### src/rtl/hamming_enc_engine.sv
// Memory-to-memory extended Hamming(16,11) encoder: reads NUM_MSG 11-bit messages
// as byte pairs, writes SECDED codewords back as byte pairs, then raises done.
module hamming_enc_engine #(
    parameter int unsigned NUM_MSG  = 15,
    parameter int unsigned IN_BASE  = 0,
    parameter int unsigned OUT_BASE = 30
) (
    input  logic       clk,
    input  logic       reset,
    input  logic       req,
    output logic       done,
    output logic [7:0] mem_addr,
    output logic       mem_wr_en,
    output logic [7:0] mem_wdata,
    input  logic [7:0] mem_rdata,
    output logic [2:0] dbg_state_o
);

    // Handshake: req is level-sampled only in IDLE (start) and DONE (release);
    // a memory write happens on the rising edge that ends a cycle with mem_wr_en=1.
    typedef enum logic [2:0] {
        S_IDLE  = 3'd0,
        S_RD_LO = 3'd1,
        S_RD_HI = 3'd2,
        S_WR_LO = 3'd3,
        S_WR_HI = 3'd4,
        S_DONE  = 3'd5
    } state_t;

    localparam logic [7:0] IN_B     = IN_BASE[7:0];
    localparam logic [7:0] OUT_B    = OUT_BASE[7:0];
    localparam logic [7:0] LAST_IDX = 8'(NUM_MSG - 1);

    state_t      state_q, state_d;
    logic [7:0]  idx_q, idx_d;
    logic [10:0] msg_q, msg_d;
    logic        done_q;

    logic [7:0]  idx2;
    logic [7:0]  rd_addr;
    logic [7:0]  wr_addr;
    logic        p8, p4, p2, p1, p0;
    logic [15:0] cw;

    // msg_q[k] holds message bit d[k+1]
    assign p8 = ^msg_q[10:4];
    assign p4 = ^msg_q[10:7] ^ msg_q[3] ^ msg_q[2] ^ msg_q[1];
    assign p2 = msg_q[10] ^ msg_q[9] ^ msg_q[6] ^ msg_q[5] ^ msg_q[3] ^ msg_q[2] ^ msg_q[0];
    assign p1 = msg_q[10] ^ msg_q[8] ^ msg_q[6] ^ msg_q[4] ^ msg_q[3] ^ msg_q[1] ^ msg_q[0];
    assign p0 = ^msg_q ^ p8 ^ p4 ^ p2 ^ p1;
    assign cw = {msg_q[10:4], p8, msg_q[3:1], p4, msg_q[0], p2, p1, p0};

    assign idx2    = {idx_q[6:0], 1'b0};
    assign rd_addr = IN_B + idx2;
    assign wr_addr = OUT_B + idx2;

    always_comb begin
        state_d   = state_q;
        idx_d     = idx_q;
        msg_d     = msg_q;
        mem_addr  = 8'h00;
        mem_wdata = 8'h00;
        mem_wr_en = 1'b0;
        case (state_q)
            S_IDLE: begin
                if (req) begin
                    state_d = S_RD_LO;
                    idx_d   = 8'h00;
                end
            end
            S_RD_LO: begin
                mem_addr   = rd_addr;
                msg_d[7:0] = mem_rdata;
                state_d    = S_RD_HI;
            end
            S_RD_HI: begin
                mem_addr    = rd_addr + 8'd1;
                msg_d[10:8] = mem_rdata[2:0];
                state_d     = S_WR_LO;
            end
            S_WR_LO: begin
                mem_addr  = wr_addr;
                mem_wdata = cw[7:0];
                mem_wr_en = 1'b1;
                state_d   = S_WR_HI;
            end
            S_WR_HI: begin
                mem_addr  = wr_addr + 8'd1;
                mem_wdata = cw[15:8];
                mem_wr_en = 1'b1;
                if (idx_q == LAST_IDX) begin
                    state_d = S_DONE;
                end else begin
                    idx_d   = idx_q + 8'd1;
                    state_d = S_RD_LO;
                end
            end
            S_DONE: begin
                if (!req) state_d = S_IDLE;
            end
            default: state_d = S_IDLE;
        endcase
    end

    always_ff @(posedge clk or negedge reset) begin
        if (!reset) begin
            state_q <= S_IDLE;
            idx_q   <= 8'h00;
            msg_q   <= 11'h000;
            done_q  <= 1'b0;
        end else begin
            state_q <= state_d;
            idx_q   <= idx_d;
            msg_q   <= msg_d;
            done_q  <= (state_d == S_DONE);
        end
    end

    assign done        = done_q;
    assign dbg_state_o = state_q;

endmodule

### config.mk
export PLATFORM = sky130hd
export DESIGN_NAME = hamming_enc_engine
export DESIGN_NICKNAME = d
export VERILOG_FILES = /design/src/rtl/hamming_enc_engine.sv
export SDC_FILE = /design/constraint.sdc
export NUM_CORES = 1
export LEC_CHECK = 0
export CORE_ASPECT_RATIO = 2
export CORE_MARGIN = 1.5
export CORE_UTILIZATION = 51
export DETAILED_ROUTE_END_ITERATION = 7
export PLACE_DENSITY = 0.79
export SLEW_MARGIN = 20
export SYNTH_ARGS = -nofsm -noshare
export SYNTH_HDL_FRONTEND = slang
export SYNTH_SLANG_ARGS = --single-unit
### constraint.sdc
create_clock -name clk -period 2.05 [get_ports clk]
set_input_delay 0.205 -clock clk [delete_from_list [all_inputs] [get_ports clk]]
set_output_delay 0.205 -clock clk [all_outputs]
set_load 0.01 [all_outputs]
# ---- After elaboration in Yosys (flattened, before gate mapping)
# Cells that the tools add are included.
# W data, S select, Z words.
dict set report classes {
  n_addsub 4
  n_mul 0
  n_div 0
  n_lt_le_gt_ge 0
  n_eq_ne 9
  shift 0
  n_mux 10
  bitwise 19
  reduce_logical 7
}
# cell count
set op_table {}
lappend op_table {{$pmux W8 S2} 2}
lappend op_table {{$pmux W8 S4} 1}
lappend op_table {{$add A8 B1 Y8 const B} 3}
lappend op_table {{$xor A1 B1 Y1} 19}
lappend op_table {{$pmux W3 S6} 1}
lappend op_table {{$mux W8} 2}
lappend op_table {{$reduce_xor A11 Y1} 1}
lappend op_table {{$eq A3 B3 Y1 const B} 3}
lappend op_table {{$mux W3} 3}
lappend op_table {{$add A5 B8 Y8 const A} 1}
lappend op_table {{$eq A8 B4 Y1 const B} 1}
lappend op_table {{$reduce_xor A7 Y1} 1}
lappend op_table {{$eq A3 B2 Y1 const B} 2}
lappend op_table {{$ne A2 B2 Y1 const B} 2}
lappend op_table {{$reduce_xor A4 Y1} 1}
lappend op_table {{$eq A3 B1 Y1 const B} 1}
lappend op_table {{$logic_not A3 Y1} 1}
lappend op_table {{$reduce_and A3 Y1} 1}
lappend op_table {{$reduce_bool A2 Y1} 1}
lappend op_table {{$reduce_or A2 Y1} 1}
lappend op_table {{$mux W1} 1}
dict set report totals {
  register_bits 23
  latchBits 0
  mem_bits_rw 0
  rom_bits 0
  in_bits 11
  output_inout_bits 21
  wordCells 54
  memories 0
}

# ---- Depth between registers and ports, before layout
# Gate-level depths: netlist of run 1.
dict set report depth {
  ltp_word 9
  depth_mapped 6
  mapped_depth_nobuf 6
}

# ---- Worst setup path before layout of run 1
# OpenSTA, ideal clock, no wires.
dict set report synth_path {
  path_kind {register to output}
  from {register idx_q[0]}
  to {output mem_addr[7]}
  t_arrival_ps 1635
  required_time_ps 1845
  slack_ps 210
  path_stages_with_launch 7
  cell_sequence {dfrtp_1 -> inv_1 -> ha_1 -> nor3b_1 -> nor2_1 -> xor2_1 -> a211o_1}
}
dict set report synth_via {
  elab_chain_len 3
}
# item line
set synth_rtl {}
lappend synth_rtl {{from (decl)} 35} ;# logic [7:0] idx_q, idx_d;
lappend synth_rtl {{from (signal assigned)} 113} ;# idx_q <= idx_d;
lappend synth_rtl {{$add A5 B8 Y8} 55} ;# assign wr_addr = OUT_B + idx2;
lappend synth_rtl {{$add A8 B1 Y8} 88} ;# mem_addr = wr_addr + 8'd1;
lappend synth_rtl {{$pmux W8 S4 *} 64} ;# case (state_q)
lappend synth_rtl {{to (decl)} 12} ;# output logic [7:0] mem_addr,
# Mark *: on every way between the ends. The rest lies on a longest branch, timed or not.

# ---- Final worst setup path of run 1
dict set report layout_path {
  from {register idx_q[0]}
  to {register idx_q[1]}
}
dict set report layout_via {
  elab_chain_len 3
}
# item line
set layout_rtl {}
lappend layout_rtl {{$add A8 B1 Y8 or $eq A8 B4 Y1 (tied branches)} {94, 91}}
lappend layout_rtl {{$mux W8 or $ne A2 B2 Y1 (tied branches)} -}
lappend layout_rtl {{$pmux W8 S2 or $reduce_and A3 Y1 (tied branches)} -}
# Parallel ways exist; a longest one is shown, timed or not. The select of a mux whose other input is x is not followed.
# A chain may end at the register's enable or synchronous reset.

==> results.toml, run 1 <==
[timing]
max_slew.worst_pin.slew_ns = 0.453
finalCritPeriodShare = 1.02
hold_violations = 0
fmax_mhz = 480
post-route-min-period_ns = 2.09
finalClockSkew_ns = 0.00279
worst_slack_ns = -0.0352
setup_tns_ns = -0.0650
drv_slew = 0
slew_headroom = 0.694
rsz0062_at_grt = "yes"
setup_violations = 2

[global_routing]
grt_max_degree = 24
grt_pass1_wl_um = 7290
grtUsageTotal = 0.284
antenna_found_initial = 0
gr-total-overflow = 0
first_global_vias = 1621

[placement]
place_area_um2 = 2170
port_buffers = 31
dp_hpwl_um = 3510
dp_slack_ns = -0.205
globalplace.congestion = 0.877

[power]
p_per_area_nw_per_um2 = 1890
leakage_nw = 1.10
total_power_mw = 4.41
peakVddDrop_mv = 1.55

[floorplanning]
ios = 32
die_h_um = 82.5
die_x_um = 42.7
rows = 28
dieArea_um2 = 3520
core_region_area_um2 = 2980
initial_utilization = 0.541

[outcome]
failed_checks = "setup timing"
status = "finished, violations left"

[critical_path]
startpoint = "idx_q[0]"
end_kind = "flop"
crit_fanout = 5
r2r-start = "idx_q[0]"
worstPathArrival_ns = 2.23
start_kind = "flop"
cp.required_ns = 2.20
crit_type = "reg2reg"

[drt]
vias_per_cell = 5.84
vias = 1501
drc_errors = 0
wl_per_cell_um = 18.3
drt.antenna.violating_nets = 0
wl_um = 4700
firstDrtPassIters = 5
drt_iter0_markers = 25

[finish]
final_util = 0.786
multiInputGateArea_um2 = 1090
nets = 242
antenna_cells = 0
fillers = 197
fin_area_um2 = 2340
seq_area_um2 = 578
syn2layout_area_growth_pct = 45.4
drive_above_1_share = 0.401

[synth]
postSynthCellCount = 159
synth_common_cells = "dfrtp_1, nor2_1, xnor2_1"
ys_seq_area_frac = 0.357
syn_nets = 173
synth_edf_count = 0
synth_cell_types = 42
postSynthRegisterBits = 23
synthArstFlopShare = 1.00
synthesis.area_um2 = 1610
synth_top_cells_by_area = "dfrtp_1, mux2_2, xnor2_1, xor2_1, xnor3_1"
avgSynthCellArea_um2 = 10.1
synthFlopType = "dfrtp_1"
synth_top_area_share = 0.357
yosys_warnings = 0
yosysTopAreaCell = "dfrtp_1"
yosysMostFrequentCell = "dfrtp_1"

[clock_tree]
clockBufferDepth = 2
cts_root_buf = "clkbuf_8"
clkLatencyLatePin_ns = 0.25
htreeDepth = 1
cts_buffers = 3
clock-sinks = 23
tritoncts = "done"
clk_pin_slew_ns = 0.08

[worst_hold_path]
hp-class = "in2async"

[run]
maxCapViolCount = 0
## power by group
| part | total (mW) | switching (mW) | internal (mW) |
|---|---|---|---|
| sequential | 0.833 | 0.214 | 0.620 |
| combinational | 3.31 | 1.46 | 1.85 |
| clock | 0.268 | 0.129 | 0.138 |
## path summary, 6_finish.rpt
path	endpoint	slack, ns	cells past startpoint
max	idx_q[1]	-0.04	7
min reg2reg	msg_q[5]	0.61	1
max reg2reg	idx_q[1]	-0.04	7
min	msg_q[5]	0.31	2
min in group clk	msg_q[5]	0.56	2
max in group asynchronous	msg_q[8]	1.49	2
## flip-flops by register name, indices dropped and copies added (netlist names)
register and flops:
done 1, idx_q 8, msg_q 11, dbg_state_o 3
## cells by family (layout without fill, tap and decap cells)
logic type | count (synthesis) | in the layout | synth area share
and+or+nand+nor | 49 | 49 | 0.173
AOI/OAI and AO/OA | 36 | 36 | 0.157
xor gates and xnor gates | 25 | 25 | 0.162
DFF | 23 | 23 | 0.357
muxes | 12 | 12 | 0.0862
buffers and inverters | 11 | 79 | 0.0420
adders and majority gates | 3 | 3 | 0.0233
## area by class of cell
cell class                 instances  share of cell area
inverter                           5             0.00802
sequential                        23               0.247
multi-input combinational        125               0.464
timing repair buffer              70               0.246
clock buffer                       4              0.0192
tap                               30              0.0160
## through the flow
step | cells | hold slack, ns
5_1_grt | 257 | 0.325
3_5_place_dp | 249 | 0.560
6_report | 257 | 0.307
3_3_place_gp | 249 | 0.544
4_1_cts | 257 | 0.321
2_1_floorplan | 159 | -0.0906
## critical path, cell delays in order (launching register included)
cell and delay, ns:
dfrtp_1 0.42, inv_2 0.09, buf_4 0.11, buf_4 0.10
ha_1 0.13, or4b_4 0.51, o31ai_4 0.30, mux2_4 0.33
## layer usage
metal	vias to the layer above	wire length, um	track usage
met2	65	2760	0.580
li1	703	-	-
met1	704	1420	0.236
met4	0	335	0.206
met5	-	0	0
met3	29	183	0.0239
## timing repair
action                                  in CTS  in global routing
resized for setup                           46                 19
cloned                                       0                  0
endpoints found under the setup margin      16                  9
hold buffers                                 0                  0
setup buffers                                4                  1
pin swaps                                    4                 10
## layout by cell type (no fill, tap or decap), types with 2 or more instances in the layout
master and instances:
nor2_1 14, clkbuf_2 2, clkbuf_8 3, inv_2 3
nand2_1 11, mux2_2 11, inv_1 2, nand3_1 4
nand2b_1 2, o22ai_1 2, nor3b_4 2, buf_4 35
nor2_2 2, buf_6 4, xnor2_2 7, xnor2_1 6
buf_2 5, a22o_1 5, o21ai_0 9, dfrtp_2 2
dfrtp_1 21, or3_1 3, xnor3_1 3, clkdlybuf4s50_1 15
ha_1 2, xor2_1 8, dlygate4sd2_1 8, a21oi_1 8
Power figures use the tool's default switching activity.
==> run 2, diff against run 1 <==
--- a/config.mk
+++ b/config.mk
@@ -9,7 +9,7 @@
 export CORE_MARGIN = 1.5
 export CORE_UTILIZATION = 51
 export DETAILED_ROUTE_END_ITERATION = 7
-export PLACE_DENSITY = 0.79
+export PLACE_DENSITY = 0.83
 export SLEW_MARGIN = 20
 export SYNTH_ARGS = -nofsm -noshare
 export SYNTH_HDL_FRONTEND = slang
==> results.toml, run 2 (synthesized netlist as in run 1, its figures left out) <==
[floorplanning]
die_x_um = 42.7
rows = 28
core_region_area_um2 = 2980
initial_utilization = 0.541
die_h_um = 82.5
ios = 32
dieArea_um2 = 3520

[power]
p_switching_mw = 1.70
p_clk_frac = 0.064
p_int_mw = 2.57
combPwrFrac = 0.746
p_per_area_nw_per_um2 = 1850
peakVddDrop_mv = 1.37
sw_frac_of_total = 0.399
p_seq_frac = 0.191
leakage_nw = 1.10

[drt]
drt_iter0_markers = 35
wl_um = 4460
firstDrtPassIters = 4
drt.antenna.violating_nets = 0
vias_per_cell = 5.90
wl_per_cell_um = 17.4
vias = 1516
drc_errors = 0

[finish]
antenna_cells = 0
final_util = 0.774
fin_area_um2 = 2300
instances_no_fill = 257
final_cell_mix = "buf_4, dfrtp_1, nor2_1"
syn2layout_area_growth_pct = 43.0
drive_above_1_share = 0.370
layout_commonest_cell = "buf_4"
regMostFlops = "msg_q"
nets = 242
largest_register_ffs = 11

[global_routing]
grt_max_degree = 24
grt_pass1_wl_um = 7120
antenna_found_initial = 0
grtUsageTotal = 0.265
first_global_vias = 1607
gr-total-overflow = 0

[critical_path]
reg2reg_depth = 6
worstSetupEndpoint = "mem_addr[7]"
startpoint = "idx_q[1]"
end_kind = "primary output"
start_kind = "flop"
ff2ff_setup_slack_ns = 0.05
r2r_end = "idx_q[1]"
crit_type = "reg2out"
cp.required_ns = 1.85
r2r-start = "idx_q[0]"
crit_fanout = 3
worstPathArrival_ns = 1.88

[timing]
drv_slew = 0
max_slew.worst_pin.slew_ns = 0.645
slew_headroom = 0.569
finalCritPeriodShare = 1.02
finalClockSkew_ns = 0.00517
setup_violations = 3
worst_slack_ns = -0.0378
post-route-min-period_ns = 2.09
fmax_mhz = 479
rsz0062_at_grt = "yes"
hold_violations = 0

[clock_tree]
htreeDepth = 1
clockBufferDepth = 2
tritoncts = "done"
clock-sinks = 23
cts_buffers = 3
cts_hold_buf = 0
clkLatencyLatePin_ns = 0.26
clk_pin_slew_ns = 0.08
cts_root_buf = "clkbuf_8"

[outcome]
failed_checks = "setup timing"
status = "finished, violations left"

[placement]
dp_hpwl_um = 3260
globalplace.congestion = 0.868
place_area_um2 = 2150
dp_cells = 246
port_buffers = 31

[worst_hold_path]
hp-class = "in2async"

[run]
maxCapViolCount = 0
-- run 2: power by group through the flow --
stage	logic [mW]	clock network, mW	registers, mW
3_3_place_gp	2.88	0	0.778
3_5_place_dp	2.98	0	0.791
6_report	3.18	0.271	0.814
2_1_floorplan	1.76	0	0.794
5_1_grt	3.37	0.293	0.842
4_1_cts	3.11	0.278	0.807
-- run 2: critical path, stage by stage, from the launching register on --
cell     delay, ns
dfrtp_1       0.42
inv_2         0.10
ha_4          0.14
nor3b_4       0.23
buf_4         0.16
nor2_2        0.04
xor2_1        0.13
a211o_1       0.26
buf_2         0.14
-- run 2: what timing repair did --
item | in CTS | in global routing
endpoints found under the setup margin | 16 | 10
buffers inserted | 4 | 5
pin swaps | 3 | 5
gates cloned | 0 | 0
gates resized for setup | 43 | 13
-- run 2: how the worst min path moves through the flow --
stage / from / end / slack, ns / cells past startpoint
final: reset / msg_q[4] / 0.30 / 2
after global routing: reset / idx_q[5] / 0.34 / 2
after CTS: reset / idx_q[4] / 0.30 / 2
after detailed placement: msg_q[5] / msg_q[5] / 0.56 / 1
after global placement: msg_q[5] / msg_q[5] / 0.54 / 1
after floorplan: reset / dbg_state_o[0] / -0.09 / 0
-- run 2: through the flow --
stage                     hold WS [ns]  setup WS [ns]  setup TNS [ns]  total power [mW]
after floorplan                -0.0906          0.210               0              2.56
after global placement           0.541         -0.139          -0.339              3.66
after global routing             0.343        -0.0959          -0.283              4.51
after detailed placement         0.556         -0.218          -0.588              3.77
after CTS                        0.303         -0.157          -0.299              4.19
final                            0.297        -0.0378         -0.0860              4.27
-- run 2: layout make-up --
type	count	area (um2)
clock buffer	4	45.0
sequential	23	578
inverter	5	18.8
timing repair buffer	70	584
fill	206	674
tap	30	37.5
multi-input combinational	125	1040
-- run 2: routing by layer --
layer	wire, um	track usage	part of all wire
met2	2720	0.561	0.61
met1	1460	0.238	0.33
met4	148	0.113	0.033
met3	139	0.0217	0.031
met5	0	0	0
